**config.mk**
```make
export PLATFORM = sky130hd
export DESIGN_NAME = sd_stream_reader
export DESIGN_NICKNAME = d
export VERILOG_FILES = /design/src/rtl/sd_reader_pkg.sv /design/src/rtl/sd_reader_fifo.sv /design/src/rtl/sd_stream_reader.sv
export SDC_FILE = /design/constraint.sdc
export NUM_CORES = 1
export LEC_CHECK = 0
export CAP_MARGIN = 20
export CORE_MARGIN = 2
export CORE_UTILIZATION = 30
export DETAILED_ROUTE_END_ITERATION = 7
export HOLD_SLACK_MARGIN = 0.15
export SLEW_MARGIN = 20
export SYNTH_ARGS = -nofsm -noshare
export SYNTH_HDL_FRONTEND = slang
export SYNTH_HIERARCHICAL = 1
export SYNTH_SLANG_ARGS = --single-unit
```
**constraint.sdc**
```tcl
create_clock -name clk -period 3.2 [get_ports clk]
set_input_delay 0.48 -clock clk [delete_from_list [all_inputs] [get_ports clk]]
set_output_delay 0.48 -clock clk [all_outputs]
set_load 0.05 [all_outputs]
```
**src/rtl/sd_reader_pkg.sv**
```systemverilog
// sd_reader_pkg -- shared defaults and the reader state type for sd_stream_reader.
//   SD_ADDR_W / SD_DATA_W / SD_FIFO_DEPTH : parameter defaults for the reader
//   state_t                               : reader control states
package sd_reader_pkg;

  localparam int SD_ADDR_W     = 8;
  localparam int SD_DATA_W     = 11;
  localparam int SD_FIFO_DEPTH = 4;

  typedef enum logic [1:0] {
    IDLE  = 2'd0,
    READ  = 2'd1,
    DRAIN = 2'd2
  } state_t;

endpackage

```
**src/rtl/sd_reader_fifo.sv**
```systemverilog
// sd_reader_fifo -- synchronous show-ahead FIFO with occupancy output.
//   clk, reset (async active-low), flush (sync clear)
//   wr_en/wr_data : push (ignored when full; the caller's credit check prevents it)
//   rd_en         : pop head when valid
//   rd_data       : head entry, forced to zero while empty
//   valid, count  : not-empty flag and occupancy
module sd_reader_fifo #(
  parameter int W     = 12,
  parameter int DEPTH = 4
) (
  input  logic                     clk,
  input  logic                     reset,
  input  logic                     flush,
  input  logic                     wr_en,
  input  logic [W-1:0]             wr_data,
  input  logic                     rd_en,
  output logic [W-1:0]             rd_data,
  output logic                     valid,
  output logic [$clog2(DEPTH):0]   count
);
  localparam int AW = $clog2(DEPTH);

  logic [W-1:0]  mem [DEPTH];
  logic [AW:0]   wr_ptr, rd_ptr;
  logic          full;

  assign count   = wr_ptr - rd_ptr;
  assign valid   = (count != '0);
  assign full    = (count == (AW+1)'(DEPTH));
  // Zero while empty so reset/flush leave the stream outputs at 0.
  assign rd_data = valid ? mem[rd_ptr[AW-1:0]] : '0;

  always_ff @(posedge clk or negedge reset) begin
    if (!reset) begin
      wr_ptr <= '0;
      rd_ptr <= '0;
    end else if (flush) begin
      wr_ptr <= '0;
      rd_ptr <= '0;
    end else begin
      if (wr_en && !full) wr_ptr <= wr_ptr + (AW+1)'(1);
      if (rd_en && valid) rd_ptr <= rd_ptr + (AW+1)'(1);
    end
  end

  always_ff @(posedge clk) begin
    if (wr_en && !full && !flush) mem[wr_ptr[AW-1:0]] <= wr_data;
  end

endmodule

```
**src/rtl/sd_stream_reader.sv**
```systemverilog
// sd_stream_reader -- streams a block of samples from a BRAM read port into a
// valid/ready sample stream through a small credit-controlled FIFO.
//   clk, reset (async active-low)
//   start/start_addr/len : begin a block (len 0 just pulses done)
//   abort                : cancel current block, flush everything, no done
//   mem_en/mem_addr/mem_dout : BRAM read port, data returns READ_LAT cycles later
//   out_valid/out_ready/out_data/out_last : sample stream, out_last on block end
//   busy (not IDLE), done (one-cycle pulse at block completion)
// Optional: define SD_READER_LOOP_EN to add input 'loop', which replays the
// block from the latched start address instead of finishing.
module sd_stream_reader
  import sd_reader_pkg::*;
#(
  parameter int ADDR_W     = SD_ADDR_W,
  parameter int DATA_W     = SD_DATA_W,
  parameter int READ_LAT   = 1,
  parameter int FIFO_DEPTH = SD_FIFO_DEPTH
) (
  input  logic              clk,
  input  logic              reset,
  input  logic              start,
  input  logic [ADDR_W-1:0] start_addr,
  input  logic [ADDR_W:0]   len,
  input  logic              abort,
`ifdef SD_READER_LOOP_EN
  input  logic              loop,
`endif
  output logic              mem_en,
  output logic [ADDR_W-1:0] mem_addr,
  input  logic [DATA_W-1:0] mem_dout,
  output logic              out_valid,
  input  logic              out_ready,
  output logic [DATA_W-1:0] out_data,
  output logic              out_last,
  output logic              busy,
  output logic              done
);
  localparam int CW = $clog2(FIFO_DEPTH) + 2;

  state_t                    state;
  logic [ADDR_W-1:0]         base_addr, nxt_addr;
  logic [ADDR_W:0]           blk_len, rem;
  logic                      mem_last;
  logic [READ_LAT-1:0]       vld_pipe, last_pipe;
  logic [$clog2(FIFO_DEPTH):0] occ;
  logic [DATA_W:0]           fifo_rd;
  logic [CW-1:0]             pending;
  logic                      xfer, xfer_last, flush, issue, loop_en;

`ifdef SD_READER_LOOP_EN
  assign loop_en = loop;
`else
  assign loop_en = 1'b0;
`endif

  assign busy      = (state != IDLE);
  assign xfer      = out_valid & out_ready;
  assign xfer_last = xfer & out_last;
  assign flush     = abort & busy;
  assign out_data  = fifo_rd[DATA_W-1:0];
  assign out_last  = fifo_rd[DATA_W];

  // Slots already claimed: buffered + on the bus + in the read pipe. A pop
  // this edge frees one, which keeps 1 beat/cycle with the minimum depth.
  always_comb begin
    pending = CW'(occ) + CW'(mem_en);
    for (int i = 0; i < READ_LAT; i++) pending = pending + CW'(vld_pipe[i]);
    if (xfer) pending = pending - CW'(1);
  end

  assign issue = (state == READ) && !abort && (rem != '0) &&
                 (pending < CW'(FIFO_DEPTH));

  always_ff @(posedge clk or negedge reset) begin
    if (!reset) begin
      state     <= IDLE;
      base_addr <= '0;
      nxt_addr  <= '0;
      blk_len   <= '0;
      rem       <= '0;
      mem_en    <= 1'b0;
      mem_addr  <= '0;
      mem_last  <= 1'b0;
      vld_pipe  <= '0;
      last_pipe <= '0;
      done      <= 1'b0;
    end else begin
      done     <= 1'b0;
      mem_en   <= 1'b0;
      mem_last <= 1'b0;
      // Read-return tracking: stage READ_LAT-1 lines up with mem_dout.
      vld_pipe[0]  <= mem_en;
      last_pipe[0] <= mem_last;
      for (int i = 1; i < READ_LAT; i++) begin
        vld_pipe[i]  <= vld_pipe[i-1];
        last_pipe[i] <= last_pipe[i-1];
      end

      case (state)
        IDLE: begin
          if (start && !abort) begin
            if (len == '0) begin
              done <= 1'b1;
            end else begin
              base_addr <= start_addr;
              nxt_addr  <= start_addr;
              blk_len   <= len;
              rem       <= len;
              state     <= READ;
            end
          end
        end
        READ: begin
          if (abort) state <= IDLE;
          else if (mem_en && mem_last) state <= DRAIN;
        end
        DRAIN: begin
          if (abort) begin
            state <= IDLE;
          end else if (xfer_last) begin
            if (loop_en) begin
              nxt_addr <= base_addr;
              rem      <= blk_len;
              state    <= READ;
            end else begin
              done  <= 1'b1;
              state <= IDLE;
            end
          end
        end
        default: state <= IDLE;
      endcase

      if (issue) begin
        mem_en   <= 1'b1;
        mem_addr <= nxt_addr;
        mem_last <= (rem == (ADDR_W+1)'(1));
        nxt_addr <= nxt_addr + ADDR_W'(1);
        rem      <= rem - (ADDR_W+1)'(1);
      end

      // Returns still in flight belong to the cancelled block.
      if (flush) begin
        vld_pipe  <= '0;
        last_pipe <= '0;
      end
    end
  end

  sd_reader_fifo #(
    .W     (DATA_W + 1),
    .DEPTH (FIFO_DEPTH)
  ) u_fifo (
    .clk     (clk),
    .reset   (reset),
    .flush   (flush),
    .wr_en   (vld_pipe[READ_LAT-1]),
    .wr_data ({last_pipe[READ_LAT-1], mem_dout}),
    .rd_en   (out_ready),
    .rd_data (fifo_rd),
    .valid   (out_valid),
    .count   (occ)
  );

endmodule

```
Word-level counts from Yosys, hierarchy flattened:

Memories as Yosys holds them, arrays and structs flattened.
Cells that the tools add are included.

* memories: 1
* input bits: 33
* word-level logic and storage cells: 87
* memory bits (writable): 48
* output and inout bits: 24
* register bits after elaboration: 38

* add/sub/neg operators: 8
* mux-type cells: 32
* bitwise logic cells: 3
* reductions and logical operators: 22
* magnitude comparators: 1
* equal/unequal tests: 9

Memory list
* u_fifo.mem: words 4, bits a word 12, rd ports 1, clocked after Yosys merged registers in 0, wr ports 1, line sd_reader_fifo.sv:23 `logic [W-1:0] mem [DEPTH];`

Operators by type and width (number)
* $mux W9: 4
* $mux W8: 4
* $mux W12: 1
* $mux W2: 6
* $mux W3: 4
* $mux W1: 10
* $reduce_bool A2 Y1: 5
* $eq A9 B1 Y1 const B: 1
* $logic_not A9 Y1: 1
* $reduce_bool A9 Y1: 1
* $sub A9 B1 Y9 const B: 1
* $add A8 B1 Y8 const B: 1
* $logic_and A1 B1 Y1: 8
* $add A3 B1 Y3 const B: 2
* $ne A2 B2 Y1 const B: 3
* $pmux W2 S3: 1
* $add A3 B1 Y4: 1
* $add A4 B1 Y4: 1
* $lt A4 B3 Y1 const B: 1
* $mux W4: 1
* $reduce_and A4 Y1: 1
* $sub A4 B1 Y4 const B: 1
* $and A1 B1 Y1: 3
* $eq A3 B3 Y1 const B: 1
* 10 further kinds: 12

Depth between registers and ports, before layout:

* depth after elaboration: 9
* depth in mapped cells: 14
* depth with buffers taken out: 12

Cells and area by module:

The synthesis kept the hierarchy.

By module, submodules not included
* sd_reader_fifo: cells each 130, instances 1, seq. area each 1591.5 um2, area an instance 2323.5 um2
* sd_stream_reader: cells each 174, instances 1, seq. area each 800.8 um2, area an instance 1742.9 um2

Worst setup path before layout:

No wires, ideal clock.

* kind: reg-to-reg
* start point: register u_fifo.wr_ptr[0]
* end point: register rem[5]
* library setup time: 0.126 ns
* path buffers: 1
* arrival: 3.438 ns
* data required time: 3.074 ns
* cell stages (with the launch flop): 13
* clock period less this slack: 3.564 ns
* path slack: -0.364 ns
* cells stage by stage: dfrtp_1 -> inv_1 -> ha_1 -> fa_1 -> xnor3_1 -> and2_1 -> buf_2 -> inv_1 -> and4bb_2 -> xor2_1 -> nand3_4 -> o311a_1 -> a221o_1

* elaborated cells between the ends (all ways): 14
* those cells by class: add/sub (4); order compare (1); eq/ne (1); mux (2); bitwise (1); reduce/logical (5)

RTL lines
* start, declared: line sd_reader_fifo.sv:24 `logic [AW:0] wr_ptr, rd_ptr;`
* start signal, assigned: line sd_reader_fifo.sv:41 `if (wr_en && !full) wr_ptr <= wr_ptr + (AW+1)'(1);`
* $sub A3 B3 Y3 *: line sd_reader_fifo.sv:27 `assign count = wr_ptr - rd_ptr;`
* $reduce_bool A3 Y1 *: line sd_reader_fifo.sv:28 `assign valid = (count != '0);`
* via out_valid: line sd_stream_reader.sv:31 `output logic out_valid,`
* $and A1 B1 Y1 *: line sd_stream_reader.sv:57 `assign xfer = out_valid & out_ready;`
* $mux W4 *: line sd_stream_reader.sv:68 `if (xfer) pending = pending - CW'(1);`
* $lt A4 B3 Y1 *: line sd_stream_reader.sv:72 `(pending < CW'(FIFO_DEPTH));`
* $logic_and A1 B1 Y1 *: line sd_stream_reader.sv:71 `assign issue = (state == READ) && !abort && (rem != '0) &&`
* $ne A2 B2 Y1 (no line) / $reduce_bool A2 Y1 (equally long branches)
* $reduce_and A3 Y1 (no line)
* end signal, assigned: line sd_stream_reader.sv:108 `rem <= len;`
* end signal, assigned: line sd_stream_reader.sv:123 `rem <= blk_len;`
* end signal, assigned: line sd_stream_reader.sv:139 `rem <= rem - (ADDR_W+1)'(1);`
* end, declared: line sd_stream_reader.sv:42 `logic [ADDR_W:0] blk_len, rem;`

Mark *: on every way through the listed nets, which the timed path passes. The rest lies on a longest branch.
A chain may end at the register's enable or synchronous reset.

Worst setup path after layout:

* start point: register u_fifo.wr_ptr[0]
* end point: register rem[5]

* word-level cells in the longest chain between the ends: 9
* elaborated cells between the ends (all ways): 14
* those cells by class: add/sub (4); order compare (1); eq/ne (1); mux (2); bitwise (1); reduce/logical (5)

Ends and longest elaborated chain
* $sub A3 B3 Y3 *: line sd_reader_fifo.sv:27
* via occ[1]: line sd_stream_reader.sv:45 `logic [$clog2(FIFO_DEPTH):0] occ;`
* $add A3 B1 Y4: line sd_stream_reader.sv:66 `pending = CW'(occ) + CW'(mem_en);`
* $add A4 B1 Y4: line sd_stream_reader.sv:67 `for (int i = 0; i < READ_LAT; i++) pending = pending + CW'(vld_pipe[i]);`
* $sub A4 B1 Y4: line sd_stream_reader.sv:68
* $mux W4 *: line sd_stream_reader.sv:68
* $lt A4 B3 Y1 *: line sd_stream_reader.sv:72
* $logic_and A1 B1 Y1 *: line sd_stream_reader.sv:71
* $ne A2 B2 Y1 (no line) / $reduce_bool A2 Y1 (equally long branches)
* $reduce_and A3 Y1 (no line)

Marked as above.

==> results.toml <==
[outcome]
status = "completed"

[timing]
final-hold-violation-count = 0
finalSetupViolations = 0
min_period_over_period_pct = 94.9
period_minus_slack_ns = 3.04
setup_ws_ns = 0.162
rsz0062_at_grt = "no"
relSlewSlack_pct = 41.6
slew_violations = 0
worst_pin_slew_ns = 0.876
max_clock_freq_mhz = 329
skew_ns = 0.00686

[cts]
path_clk_slew_ns = 0.07
postCtsHoldBufs = 0
cts_max_level = 3
insertion_delay_ns = 0.34
cts_buffers = 9
clk_path_buf_depth = 2
cts.sinks = 86
cts_tree = "done"
clock_tree.root_cell = "clkbuf_16"

[final_layout]
fin_area_um2 = 5370
syn2layout_area_growth_pct = 31.9
drive_gt1_share_pct = 21.2
antennaDiodeCount = 0
nets = 418
utilization_pct = 40.5

[yosys]
post_synth_xor_area_fraction_pct = 1.60
synth_warnings = 6
syn-cell-area_um2 = 4070
yosys-top-cells-area = "edfxtp_1 35%, dfrtp_1 23%, mux4_2 6.6%"
synth_top_cell_by_area = "edfxtp_1"
synth_simple_gate_area_share_pct = 14.5
synth_fa_ha_area_share_pct = 4.06
synth_top_flop_cell = "edfxtp_1"
yosys-top-cells-count = "48 x edfxtp_1, 38 x dfrtp_1, 35 x nand2_1"
synth_most_common_cell = "edfxtp_1"
synthMuxAreaShare_pct = 8.06
synth_edf_count = 48
syn_area_per_cell_um2 = 13.4
synth_compound_area_share_pct = 9.94
netlist_instances = 304
synth-seq-area-share_pct = 58.8
ys_types = 56
synth_top_area_share_pct = 35.4
synth_nets = 349
synth_top_family_by_area = "simple AND/OR/NAND/NOR gates"
ys_async_sr_fraction_pct = 44.2
ys_ff_latch = 86

[floorplanning]
start_util_pct = 30.7
row_count = 42
pin_count = 57
dieArea_um2 = 14500
die_w_um = 120
coreArea_um2 = 13200
die_h_um = 120

[placed_design]
placed_area_um2 = 5030
port_buffers = 56
gp_congestion = 0.825
hpwlAfterDp_um = 6110
post-place-ws_ns = 0.112

[worst_setup_path]
slowest_delay_ns = 0.59
worst_ep_required_time_ns = 3.42
cpMaxStageDelayCell = "fa_2"
path_max_fanout = 7
start_kind = "register"
crit_chain = "inv_2, ha_4, fa_2, inv_1, ha_1, and4bb_4, xor2_4, nand3_4, o311a_1, a221o_1"
cp.arrival_ns = 3.26
path_class = "register to register"
critPathCaptureType = "register"
rrSetupSlack_ns = 0.16

[pwr]
intPower_uw = 3510
seq_power_share_pct = 26.3
p_switching_uw = 2480
ir_drop_mv = 0.416
powerDensity_nw_per_um2 = 1120
p_comb_share_pct = 55.9
power_frac_clock_pct = 17.8
leakage_uw = 0.00205
swShare_pct = 41.4

[global_route]
grt_max_degree = 39
first_global_vias = 2736
grt_overflow = 0
grt_pass1_wl_um = 14500
grt_use_total_pct = 13.1
antenna_found_initial = 0

[drt]
drc_errors = 0
drt_iter0_markers = 198
viasPerCell = 4.86
dr.pass1.iters = 4
drt_wl_total_um = 8710
num_vias = 2691
postRouteAntennaNets = 0
wl_per_cell_um = 15.7

[worst_hold_path]
hp-class = "input pin to async pin"

[flow_run]
maxCapViolations = 0
==> final timing paths <==
kind	endpoint	cells after the start	startpoint
worst max-delay path	rem[5]$_DFFE_PN0P_	10	u_fifo/wr_ptr[0]$_DFFE_PN0P_
worst min-delay path	mem_addr[6]$_DFFE_PN0P_	1	reset
worst max register to register	rem[5]$_DFFE_PN0P_	10	u_fifo/wr_ptr[0]$_DFFE_PN0P_
worst min register to register	mem_addr[3]$_DFFE_PN0P_	2	mem_addr[3]$_DFFE_PN0P_
max in group asynchronous	u_fifo/rd_ptr[2]$_DFFE_PN0P_	1	reset
min in group clk	mem_addr[3]$_DFFE_PN0P_	2	mem_addr[3]$_DFFE_PN0P_
==> area by class of cell <==
| cell class | instances | area (um2) |
|---|---|---|
| clock buffer | 9 | 225 |
| timing repair buffer | 69 | 787 |
| clock inverter | 7 | 80.1 |
| multi-input combinational | 192 | 1600 |
| sequential | 86 | 2390 |
| inverter | 15 | 62.6 |
| tap | 176 | 220 |
| fill | 1242 | 7880 |
==> power by group through the flow <==
stage | logic, uW | clock network [uW] | registers (uW)
3_3_place_gp | 3290 | 0 | 1590
4_1_cts | 3340 | 1090 | 1570
5_1_grt | 3590 | 1140 | 1600
6_report | 3350 | 1070 | 1570
3_5_place_dp | 3330 | 0 | 1590
2_1_floorplan | 2000 | 0 | 1720
==> sequential cells by signal, summed over array words and instances (netlist names) <==
register / count
u_fifo/rd_ptr: 3
mem_addr: 8
nxt_addr: 8
u_fifo/mem: 48
mem_en: 1
rem: 9
vld_pipe: 1
state: 2
u_fifo/wr_ptr: 3
mem_last: 1
last_pipe: 1
done: 1
==> through the flow <==
step | TNS, ns | hold slack (ns) | total power (uW) | instances
3_5_place_dp | 0 | 0.468 | 4920 | 535
5_1_grt | 0 | 0.337 | 6330 | 554
4_1_cts | 0 | 0.297 | 6010 | 551
3_3_place_gp | 0 | 0.472 | 4870 | 535
6_report | 0 | 0.250 | 5990 | 554
2_1_floorplan | -0.0206 | 0.184 | 3720 | 304
==> cell usage in the layout (no fill, tap or decap), types with 4 or more instances in the layout <==
cell | Yosys | final
edfxtp_1 | 48 | 48
clkdlybuf4s50_1 | 0 | 42
dfrtp_1 | 38 | 38
nand2_1 | 35 | 35
buf_12 | 0 | 13
nor2b_1 | 14 | 13
inv_1 | 14 | 12
nor2_1 | 12 | 12
buf_4 | 0 | 12
mux4_2 | 12 | 12
o21ai_0 | 9 | 9
ha_1 | 10 | 9
clkbuf_16 | 0 | 9
nor3_1 | 7 | 7
nor3b_1 | 6 | 6
a21oi_1 | 6 | 6
nand3_1 | 5 | 5
a221o_1 | 5 | 5
nand2b_1 | 5 | 5
nor4_1 | 4 | 4
a32oi_1 | 4 | 4
==> critical path: cells and delay by family, from the launching register on <==
| kind | cells | cell delay [ns] |
|---|---|---|
| AO/OA/AOI/OAI | 2 | 0.57 |
| XOR/XNOR | 1 | 0.22 |
| adder cells (fa/ha/maj) | 3 | 1.05 |
| buffers and inverters | 2 | 0.18 |
| flip-flops | 1 | 0.40 |
| AND/OR/NAND/NOR | 2 | 0.50 |
==> routing by layer <==
layer	part of all wire, %	vias up	global-route usage (%)
li1	-	1271	-
met1	46	1324	17.2
met2	47	85	20.8
met3	5.8	11	3.54
met4	1.7	0	5.09
met5	0	-	0
==> timing repair <==
action	4_1_cts	5_1_grt
setup buffers	0	3
endpoints found under the setup margin	0	4
resized for setup	0	3
==> cells by family (layout without fill, tap and decap cells) <==
family                     count (synthesis)  after routing
adders and majority gates                 12             12
xor gates and xnor gates                   5              5
muxes                                     17             17
AOI/OAI and AO/OA                         49             49
DFF                                       86             86
and+or+nand+nor                          109            109
buffers and inverters                     26            100
No activity file was read; power rests on OpenSTA's default activity.
